File: config.mk
export PLATFORM = sky130hd
export DESIGN_NAME = imm_gen_pipe
export DESIGN_NICKNAME = d
export VERILOG_FILES = /design/src/rtl/imm_pkg.sv /design/src/rtl/imm_decode.sv /design/src/rtl/imm_gen_pipe.sv
export SDC_FILE = /design/constraint.sdc
export NUM_CORES = 1
export LEC_CHECK = 0
export BUFFER_PORTS_ARGS = -buffer_cell sky130_fd_sc_hd__clkbuf_2
export CAP_MARGIN = 20
export CORE_AREA = 2 2 97 99
export DETAILED_ROUTE_END_ITERATION = 10
export DIE_AREA = 0 0 99 101
export GPL_ROUTABILITY_DRIVEN = 0
export PLACE_DENSITY = 0.78
export SKIP_LAST_GASP = 1
export SLEW_MARGIN = 30
export SYNTH_ARGS = -nofsm -noshare
export SYNTH_HDL_FRONTEND = slang
export SYNTH_HIERARCHICAL = 1
export SYNTH_SLANG_ARGS = --single-unit
File: constraint.sdc
create_clock -name clk -period 1.7 [get_ports clk]
set_input_delay 0.085 -clock clk [delete_from_list [all_inputs] [get_ports clk]]
set_output_delay 0.085 -clock clk [all_outputs]
set_load 0.02 [all_outputs]
File: src/rtl/imm_pkg.sv
// Shared types and constants for the immediate generator.
package imm_pkg;

  typedef enum logic [2:0] {
    IMM_I     = 3'b000,
    IMM_S     = 3'b001,
    IMM_B     = 3'b010,
    IMM_J     = 3'b011,
    IMM_U     = 3'b100,
    IMM_SHAMT = 3'b101
  } imm_src_t;

  localparam int unsigned XLEN_32 = 32;
  localparam int unsigned XLEN_64 = 64;

endpackage

File: src/rtl/imm_decode.sv
// Combinational RV32I/RV64I immediate extraction; selectors 110/111 flag ImmErr.
module imm_decode
  import imm_pkg::*;
#(
  parameter int unsigned XLEN = 32
) (
  input  logic [31:0]     Instr,
  input  logic [2:0]      ImmSrc,
  output logic [XLEN-1:0] ImmExt,
  output logic            ImmErr
);

  logic unused_opcode;
  assign unused_opcode = ^Instr[6:0];

  // Signed formats pre-fill with the sign bit, then overwrite the low field.
  always_comb begin
    ImmExt = '0;
    ImmErr = 1'b0;
    case (imm_src_t'(ImmSrc))
      IMM_I: begin
        ImmExt       = {XLEN{Instr[31]}};
        ImmExt[11:0] = Instr[31:20];
      end
      IMM_S: begin
        ImmExt       = {XLEN{Instr[31]}};
        ImmExt[11:0] = {Instr[31:25], Instr[11:7]};
      end
      IMM_B: begin
        ImmExt       = {XLEN{Instr[31]}};
        ImmExt[12:0] = {Instr[31], Instr[7], Instr[30:25], Instr[11:8], 1'b0};
      end
      IMM_J: begin
        ImmExt       = {XLEN{Instr[31]}};
        ImmExt[20:0] = {Instr[31], Instr[19:12], Instr[20], Instr[30:21], 1'b0};
      end
      IMM_U: begin
        ImmExt       = {XLEN{Instr[31]}};
        ImmExt[31:0] = {Instr[31:12], 12'h000};
      end
      IMM_SHAMT: begin
        if (XLEN == XLEN_64) ImmExt[5:0] = Instr[25:20];
        else                 ImmExt[4:0] = Instr[24:20];
      end
      default: ImmErr = 1'b1;
    endcase
  end

endmodule

File: src/rtl/imm_gen_pipe.sv
// Registered immediate generator with a 2-entry skid (OReg + SReg) and tag sideband.
// Define IMM_ERRCNT_EN to build the saturating illegal-selector counter.
module imm_gen_pipe
  import imm_pkg::*;
#(
  parameter int unsigned XLEN  = 32,
  parameter int unsigned TAG_W = 8,
  parameter int unsigned CNT_W = 8
) (
  input  logic             clk,
  input  logic             rst_n,
  input  logic             InValid,
  output logic             InReady,
  input  logic [31:0]      Instr,
  input  logic [2:0]       ImmSrc,
  input  logic [TAG_W-1:0] TagIn,
  output logic             OutValid,
  input  logic             OutReady,
  output logic [XLEN-1:0]  ImmExt,
  output logic             ImmErr,
  output logic [TAG_W-1:0] TagOut,
  input  logic             ErrClr,
  output logic [CNT_W-1:0] ErrCount
);

  if (XLEN != XLEN_32 && XLEN != XLEN_64) begin : g_bad_xlen
    $error("imm_gen_pipe: XLEN must be 32 or 64");
  end

  logic [XLEN-1:0] dec_imm;
  logic            dec_err;

  imm_decode #(.XLEN(XLEN)) u_dec (
    .Instr  (Instr),
    .ImmSrc (ImmSrc),
    .ImmExt (dec_imm),
    .ImmErr (dec_err)
  );

  logic             ov_q, ov_d, sv_q, sv_d;
  logic [XLEN-1:0]  oimm_q, oimm_d, simm_q, simm_d;
  logic             oerr_q, oerr_d, serr_q, serr_d;
  logic [TAG_W-1:0] otag_q, otag_d, stag_q, stag_d;
  logic             in_xfer, out_xfer;

  assign in_xfer  = InValid & ~sv_q;
  assign out_xfer = ov_q & OutReady;

  // SReg only fills when OReg is stalled, so InReady never depends on OutReady.
  always_comb begin
    ov_d   = ov_q;   oimm_d = oimm_q; oerr_d = oerr_q; otag_d = otag_q;
    sv_d   = sv_q;   simm_d = simm_q; serr_d = serr_q; stag_d = stag_q;
    if (sv_q) begin
      if (out_xfer) begin
        oimm_d = simm_q; oerr_d = serr_q; otag_d = stag_q;
        sv_d   = 1'b0;
      end
    end else if (!ov_q || out_xfer) begin
      ov_d = in_xfer;
      if (in_xfer) begin
        oimm_d = dec_imm; oerr_d = dec_err; otag_d = TagIn;
      end
    end else if (in_xfer) begin
      sv_d   = 1'b1;
      simm_d = dec_imm; serr_d = dec_err; stag_d = TagIn;
    end
  end

  always_ff @(posedge clk or negedge rst_n) begin
    if (!rst_n) begin
      ov_q <= 1'b0; oimm_q <= '0; oerr_q <= 1'b0; otag_q <= '0;
      sv_q <= 1'b0; simm_q <= '0; serr_q <= 1'b0; stag_q <= '0;
    end else begin
      ov_q <= ov_d; oimm_q <= oimm_d; oerr_q <= oerr_d; otag_q <= otag_d;
      sv_q <= sv_d; simm_q <= simm_d; serr_q <= serr_d; stag_q <= stag_d;
    end
  end

  assign InReady  = ~sv_q;
  assign OutValid = ov_q;
  assign ImmExt   = oimm_q;
  assign ImmErr   = oerr_q;
  assign TagOut   = otag_q;

`ifdef IMM_ERRCNT_EN
  logic [CNT_W-1:0] cnt_q, cnt_d;

  always_comb begin
    cnt_d = cnt_q;
    if (ErrClr)                               cnt_d = '0;
    else if (in_xfer && dec_err && cnt_q != '1) cnt_d = cnt_q + CNT_W'(1);
  end

  always_ff @(posedge clk or negedge rst_n) begin
    if (!rst_n) cnt_q <= '0;
    else        cnt_q <= cnt_d;
  end

  assign ErrCount = cnt_q;
`else
  logic unused_clr;
  assign unused_clr = ErrClr;
  assign ErrCount   = '0;
`endif

endmodule

==> flow_summary.rst, run 1 <==
.. list-table::
   :header-rows: 1

   * - Metric
     - Value
   * - Core Footprint
     - 8980 um^2
   * - Adder and majority gate portion of the synthesized area
     - 0%
   * - RSZ-0062 raised after global routing
     - false
   * - Max-slew violations
     - 0
   * - Yosys synthesis warning count
     - 6
   * - TritonCTS clock tree
     - done
   * - Largest fanout on the critical path
     - 24
   * - Ratio of cells with drive above 1 in the final layout
     - between 50% and 60%
   * - Distinct cell type count after synthesis
     - 32
   * - Number of antenna violations at the first check in global routing
     - 0
   * - WP data arrival
     - roughly 1.9 ns
   * - Area Growth Syn to Fin
     - 18.9%
   * - Number of max-capacitance violations reported
     - 0
   * - Reg2reg start
     - OutValid
   * - Nature of the critical path endpoint
     - flop
   * - Cts repair resizes
     - 0
   * - Worst slew pin tran
     - ~0.6 ns
   * - Number of placed cells counting well taps
     - 502
   * - Final clock period utilization by the worst path
     - 95.4%
   * - Status
     - complete, no violations
   * - Hold path startpoint
     - InValid
   * - Final setup skew
     - 0.0107 ns
   * - Die extent in y
     - approximately 100 um
   * - Critical path class
     - reg2reg
   * - Number of fill cells
     - roughly 760
   * - Final hold violation count
     - 0
   * - Clock tree root driver cell
     - sky130_fd_sc_hd__clkbuf_8
   * - Port Buffers
     - just over 80
   * - Residual antenna-violating net count after detailed routing
     - 0
   * - Clock slew at reported path FFs
     - ~0.090 ns
   * - Instance area after placement
     - 4840 um^2
   * - Max Clock Freq
     - approximately 600 MHz
   * - Mux share of post-synthesis cell area
     - around a third
   * - Filler-free cell count of the finished design
     - ~530
   * - Initial DRT Pass Iterations
     - 4
   * - Post-route setup TNS
     - 0 ns
   * - Drt via density
     - between 5 and 6
   * - Most common cell after layout, fill and taps aside
     - sky130_fd_sc_hd__mux2_2
   * - Complex-gate fraction of the synthesized area
     - ~6.7%
   * - Final standard cell area without fillers
     - between 5000 and 6000 um^2
   * - Average routed wire per standard cell
     - around 17 um
   * - Post-synthesis instance area
     - roughly 4300 um^2
   * - Highest-count cells in the layout ignoring fill and taps
     - 110 x sky130_fd_sc_hd__mux2_2, 83 x sky130_fd_sc_hd__dfrtp_1, 81 x sky130_fd_sc_hd__clkbuf_2, 12 x sky130_fd_sc_hd__nor2b_1
   * - Type of origin of the critical path
     - flop
   * - Clock network latency to the later pin of the worst-skew pair
     - 0.36 ns
   * - Capture instance of the worst register-to-register path
     - ImmExt[26]
   * - Worst slew slack as a fraction of its limit
     - around three fifths
   * - Clock buffer count from CTS
     - 9
   * - Via count
     - between 2000 and 3000
   * - Synthesized netlist cell count
     - about 320
   * - Number of enable-type register cells in the synthesized netlist
     - 0
   * - Worst hold slack
     - 0.00946 ns
   * - Global-route wire length before repair
     - approximately 15000 um
   * - Horiz. Die Dim
     - just under 100 um
   * - IR Drop Worst-Case VDD
     - 604 uV
   * - Net total in the final layout
     - about 460
   * - Area share of xor/xnor cells in the synthesized design
     - 0.641%
   * - Total number of H-tree levels
     - 3
   * - I/O pin cnt
     - around 100
   * - Standby leakage power
     - 2.66 nW
   * - Std cell rows
     - 35
   * - Worst min path class
     - in2reg
   * - Aggregate global routing overflow
     - 0
   * - Minimum setup slack among reg-to-reg paths
     - 0.08 ns
   * - Synthesized flop and latch total
     - 84
   * - Count of cells along the worst hold path
     - 2
   * - Initial Util
     - between 40% and 50%
   * - Number of buffers between clock root and the deepest sink
     - 2
   * - Worst Hold Path EP
     - OutValid
   * - Power per cell area
     - 763 nW/um^2
   * - Sum of routed wire length over all layers
     - slightly below 9000 um
   * - Total Routing Usage GR
     - between 10% and 20%
   * - Antenna cell count
     - 0
   * - Worst Path Required
     - 1.94 ns
   * - Total die area
     - 10000 um^2
   * - Pin count of the biggest net entering global routing
     - 43
   * - Avg Cell Area, Syn
     - around 13 um^2
   * - Final critical-path required period
     - approximately 1.6 ns
   * - Leading register cell type out of synthesis
     - sky130_fd_sc_hd__dfrtp_1
   * - Post-Route M1 WL
     - ~3600 um
   * - Length in cells of the worst reg-to-reg path
     - 4
   * - Sum of met2 wire segment lengths after detailed routing
     - roughly 4500 um
   * - Routed wl met3
     - approximately 530 um
   * - CTS sink count
     - 84
   * - HPWL reported at the end of detailed placement
     - 6120 um
   * - Largest family of logic cells by synthesized area
     - multiplexers
   * - Final number of setup-violating endpoints
     - 0
   * - Number of global-route vias before repair
     - 3180
   * - Post-route DRC
     - 0
   * - Synthesized-area fraction occupied by and/or/nand/nor cells
     - under 10%
   * - Share of flip-flops with an asynchronous set or reset
     - 100%
   * - Share of synthesized area occupied by flip-flops and latches
     - 48.9%
   * - DRC marker count from the first detailed-route iteration
     - 110
   * - Top routing layer in use
     - met4
## cells in the mapped netlist (all sizes together), types with 2 or more instances
master	n	area, um^2
and2	2	12.5
nor3	2	26.3
a31oi	8	50.1
a21oi	8	40.0
nor2	2	7.51
o22ai	8	50.1
a211oi	2	15.0
buf	27	200
mux2	123	1420
a21o	10	75.1
nand2	8	30.0
nor2b	12	75.1
inv	2	7.51
dfrtp	84	2100
clkbuf	6	25.0
mux2i	4	40.0
o21ai	5	25.0
## registers in the layout, indices dropped and copies added, names as in the netlist
signal	cells
ImmErr	1
ImmExt	32
OutValid	1
TagOut	8
serr_q	1
simm_q	32
stag_q	8
sv_q	1
## layout make-up
class / instances / area [um^2] / share of cell area [%]
Inverter: 2 / 7.51 / 0.147
Clock buffer: 9 / 124 / 2.42
Multi-Input combinational cell: 209 / 1990 / 39.0
Tap cell: 111 / 139 / 2.72
Sequential cell: 84 / 2100 / 41.2
Timing Repair Buffer: 105 / 683 / 13.4
Clock inverter: 7 / 58.8 / 1.15
## power breakdown
group	internal, mW	total (mW)	switching [mW]
clock	0.552	1.35	0.801
combinational	0.196	0.474	0.278
sequential	2.05	2.07	0.0262
## worst max-delay path: stages (launching register included)
cell	delay [ns]
sky130_fd_sc_hd__dfrtp_1	0.44
sky130_fd_sc_hd__nor2b_1	0.18
sky130_fd_sc_hd__nor3_4	0.29
sky130_fd_sc_hd__buf_12	0.23
sky130_fd_sc_hd__mux2_2	0.36
## through the flow
| step | worst slack, ns | power, mW | util [%] |
|---|---|---|---|
| floorplan | 0.111 | 2.38 | - |
| global placement | 0.0900 | 2.56 | 53.9 |
| detailed placement | 0.0756 | 2.57 | 53.9 |
| CTS | 0.0513 | 3.94 | 56.9 |
| global route | 0.00702 | 4.08 | 56.9 |
| finish | 0.0788 | 3.90 | 56.9 |
## repair_timing
item                                    CTS  global route
endpoints found under the setup margin    0             1
buffers inserted                          0             0
hold buffers                              9             0
hold endpoints to repair                 38             0
## how the worst max path moves through the flow
stage / startpoint / endpoint / slack [ns]
after floorplan: sv_q / ImmErr / 0.11
after global placement: sv_q / TagOut[6] / 0.09
after detailed placement: sv_q / ImmExt[8] / 0.08
after CTS: sv_q / ImmExt[8] / 0.05
after global routing: OutValid / ImmExt[26] / 0.007
final: OutValid / ImmExt[26] / 0.08
## layer usage
metal | global-route usage (%) | up-vias
met5 | 0 | -
met1 | 22.6 | 1439
li1 | - | 1322
met2 | 35.1 | 90
met4 | 6.64 | 0
met3 | 4.79 | 14
## kinds of logic after synthesis
group / count (synthesis)
mux: 127
flops: 84
compound gates: 45
buf+inv: 35
simple gates: 28
xor+xnor: 1
other cells: 1
Power figures use the tool's default switching activity.
==> inputs of run 2 (changes only) <==
Settings changed: ABC_AREA from default to 1, CORE_AREA 2 2 97 99 to 2 2 100 102, DIE_AREA 0 0 99 101 to 0 0 102 104, PLACE_DENSITY 0.78 to 0.77.
==> run 2 against run 1 <==
Hold slack better by 0.028 ns. Area after synthesis increased by 5.3%. Non-clock buffer count is 4 lower. Routed wire length up 28%. Total power increased by 69%. Core utilization decreased by 2.8 points. Critical path depth decreased by 1. Final area up 1.1%. Largest cell class unchanged. Highest routed layer unchanged.
==> flow_summary.rst, run 2 <==
.. list-table::
   :header-rows: 1

   * - Metric
     - Value
   * - TritonCTS clock tree
     - done
   * - Residual antenna-violating net count after detailed routing
     - 0
   * - RSZ-0062 raised after global routing
     - false
   * - Share of flip-flops with an asynchronous set or reset
     - 100%
   * - Final clock period utilization by the worst path
     - between 90% and 100%
   * - I/O pin cnt
     - ~100
   * - Highest-count cells in the layout ignoring fill and taps
     - 319 x sky130_fd_sc_hd__nand2_1, 91 x sky130_fd_sc_hd__nand3_1, 84 x sky130_fd_sc_hd__dfrtp_1, 81 x sky130_fd_sc_hd__clkbuf_2, 17 x sky130_fd_sc_hd__inv_1
   * - Largest stage delay on the critical path
     - 0.46 ns
   * - Beginning of the critical path
     - sv_q
   * - Horiz. Die Dim
     - between 100 and 150 um
   * - Critical path class
     - reg2out
   * - Sequential cell area in the final layout
     - 2100 um^2
   * - Core Footprint
     - approximately 9500 um^2
   * - IR Drop Worst-Case VDD
     - between 400 and 500 uV
   * - Slowest-stage cell, CP
     - sky130_fd_sc_hd__dfrtp_1
   * - Initial Util
     - roughly 47%
   * - CTS sink count
     - 84
   * - Setup crit end
     - InReady
   * - Global-route wire length before repair
     - slightly below 20000 um
   * - Number of antenna violations at the first check in global routing
     - 0
   * - Instance area after placement
     - 4870 um^2
   * - Die extent in y
     - around 100 um
   * - Share of Yosys cell area claimed by the top area cell type
     - ~46%
   * - Area Growth Syn to Fin
     - 14.2%
   * - Status
     - complete, no violations
   * - Most common cell after layout, fill and taps aside
     - sky130_fd_sc_hd__nand2_1
   * - Final Total Pwr
     - 6.59 mW
   * - Port Buffers
     - 82
   * - Share of synthesized area occupied by flip-flops and latches
     - a little under half
   * - Yosys synthesis warning count
     - 6
   * - Post-route setup TNS
     - 0 ns
   * - Distinct cell type count after synthesis
     - 23
   * - Number of global-route vias before repair
     - 4096
   * - Power per cell area
     - between 1000 and 1500 nW/um^2
   * - Pin count of the biggest net entering global routing
     - 45
   * - Filler-free cell count of the finished design
     - 823
   * - WP data arrival
     - about 1.5 ns
   * - Synthesized flop and latch total
     - 84
   * - Avg Cell Area, Syn
     - 7.40 um^2
   * - Final setup skew
     - 0.00868 ns
   * - Number of fill cells
     - between 900 and 1000
   * - Total number of H-tree levels
     - 3
   * - Leading register cell type out of synthesis
     - sky130_fd_sc_hd__dfrtp_1
   * - Final standard cell area without fillers
     - between 5000 and 6000 um^2
   * - Number of enable-type register cells in the synthesized netlist
     - 0
   * - Aggregate global routing overflow
     - 0
   * - Clock network latency to the later pin of the worst-skew pair
     - around 0.36 ns
   * - HPWL reported at the end of detailed placement
     - ~7400 um
   * - Total die area
     - ~11000 um^2
   * - Largest fanout on the critical path
     - 36
   * - Post-route DRC
     - 0
   * - Ratio of cells with drive above 1 in the final layout
     - a little under a fifth
   * - Synth top area cells
     - sky130_fd_sc_hd__dfrtp_1 46%, sky130_fd_sc_hd__nand2_1 26%, sky130_fd_sc_hd__nand3_1 10%, sky130_fd_sc_hd__buf_4 4.5%, sky130_fd_sc_hd__buf_6 2.5%
   * - Ordered cell list for the critical path
     - inv_4, buf_6, clkbuf_2
   * - Nature of the critical path endpoint
     - primary output
   * - Clock tree root driver cell
     - sky130_fd_sc_hd__clkbuf_8
   * - Synth area leader
     - sky130_fd_sc_hd__dfrtp_1
   * - Total Routing Usage GR
     - 22.6%
   * - Average routed wire per standard cell
     - about 14 um
   * - Initial DRT Pass Iterations
     - 6
   * - Most frequently used cell type in the post-synthesis netlist
     - sky130_fd_sc_hd__nand2_1
   * - Max Clock Freq
     - about 630 MHz
   * - Antenna cell count
     - 0
   * - Clock slew at reported path FFs
     - approximately 0.090 ns
   * - Type of origin of the critical path
     - flop
   * - Capture instance of the worst register-to-register path
     - serr_q
   * - Final WS setup
     - 0.103 ns
   * - Area of combinational cells with multiple inputs
     - between 2000 and 2500 um^2
   * - Drt via density
     - approximately 5.1
   * - DRC marker count from the first detailed-route iteration
     - approximately 380
   * - Final number of setup-violating endpoints
     - 0
   * - Synth top cells by count
     - 319 x sky130_fd_sc_hd__nand2_1, 91 x sky130_fd_sc_hd__nand3_1, 84 x sky130_fd_sc_hd__dfrtp_1, 27 x sky130_fd_sc_hd__buf_4, 17 x sky130_fd_sc_hd__inv_1
   * - Setup Buffers After CTS
     - 0
   * - Number of max-capacitance violations reported
     - 0
   * - Post-synthesis instance area
     - 4520 um^2
   * - Sum of routed wire length over all layers
     - between 10000 and 15000 um
   * - Synthesized netlist cell count
     - approximately 610
   * - Final critical-path required period
     - 1.60 ns
   * - Number of placed cells counting well taps
     - ~800
   * - Minimum setup slack among reg-to-reg paths
     - 0.16 ns
   * - Max-slew violations
     - 0
   * - Net total in the final layout
     - around 730
   * - Clock buffer count from CTS
     - 9
   * - Std cell rows
     - 36
   * - Dpl ws
     - 0.0400 ns
   * - Worst Path Required
     - roughly 1.6 ns
   * - Final hold violation count
     - 0
   * - Worst min path class
     - in2reg
   * - Number of buffers between clock root and the deepest sink
     - 2
   * - Length in cells of the worst reg-to-reg path
     - 5
   * - Standby leakage power
     - 3.04 nW
   * - Via count
     - 4221
   * - Reg2reg start
     - OutValid
[run 2: cell types whose count changed after synthesis, moves of 5 or more]
cell / before / now
sky130_fd_sc_hd__nor2b_1: 12 / 0
sky130_fd_sc_hd__buf_4: 11 / 27
sky130_fd_sc_hd__nor2_1: 2 / 7
sky130_fd_sc_hd__nand4_1: 0 / 10
sky130_fd_sc_hd__mux2_4: 10 / 0
sky130_fd_sc_hd__nand3_1: 0 / 91
sky130_fd_sc_hd__a31oi_1: 8 / 0
sky130_fd_sc_hd__mux2_2: 110 / 0
sky130_fd_sc_hd__a21o_1: 10 / 0
sky130_fd_sc_hd__inv_1: 2 / 17
sky130_fd_sc_hd__nand2_1: 8 / 319
sky130_fd_sc_hd__o22ai_1: 8 / 0
[run 2: logic make-up (layout without fill, tap and decap cells)]
logic type	count (synthesis)	in the layout	share of synthesized area, %
and+or+nand+nor	439	440	41.2
DFF	84	84	46.5
buffers and inverters	69	140	10.0
AOI/OAI and AO/OA	18	18	2.30
other	1	8	0.0829
[run 2: layout make-up]
cell class / instances / area share [%]
Multi-Input combinational cell: 466 / 39.0
Sequential cell: 84 / 40.7
Timing Repair Buffer: 101 / 11.7
Tap cell: 133 / 3.22
Inverter: 23 / 1.79
Clock inverter: 6 / 0.920
Clock buffer: 10 / 2.66
[run 2: repair_timing]
| item | in CTS | in global routing |
|---|---|---|
| endpoints found under the setup margin | 0 | 42 |
| resized for setup | 0 | 2 |
| hold buffers | 9 | 0 |
| hold endpoints to repair | 92 | 0 |
[run 2: where the power goes]
| part | total [mW] | switching [mW] | internal (mW) |
|---|---|---|---|
| logic | 2.31 | 1.58 | 0.727 |
| clock network | 1.35 | 0.764 | 0.584 |
| registers | 2.93 | 0.339 | 2.59 |
[run 2: how the worst min path moves through the flow]
| stage | start | endpoint | slack (ns) | cells after the start |
|---|---|---|---|---|
| after CTS | InValid | sv_q | 0.04 | 3 |
| final | InValid | sv_q | 0.04 | 3 |
| after global routing | InValid | sv_q | 0.04 | 3 |
| after floorplan | rst_n | ImmErr | -0.21 | 0 |
| after global placement | rst_n | ImmExt[12] | -0.02 | 1 |
| after detailed placement | rst_n | ImmExt[12] | -0.02 | 1 |
[run 2: metrics by stage]
stage	hold WS (ns)	util, %
after floorplan	-0.211	-
after global placement	-0.0240	51.0
after detailed placement	-0.0164	51.0
after CTS	0.0378	53.9
after global routing	0.0407	54.1
final	0.0377	54.1
[run 2: critical path, delay by kind of cell, from the launching register on]
family / cells / cell delay, ns
buf+inv: 3 / 0.68
flops: 1 / 0.46
[run 2: routing by layer]
| metal | GRT usage, % | wire length, um |
|---|---|---|
| met4 | 6.67 | 195 |
| met1 | 32.6 | 5030 |
| met3 | 4.23 | 852 |
| met2 | 34.6 | 5270 |
| met5 | 0 | 0 |
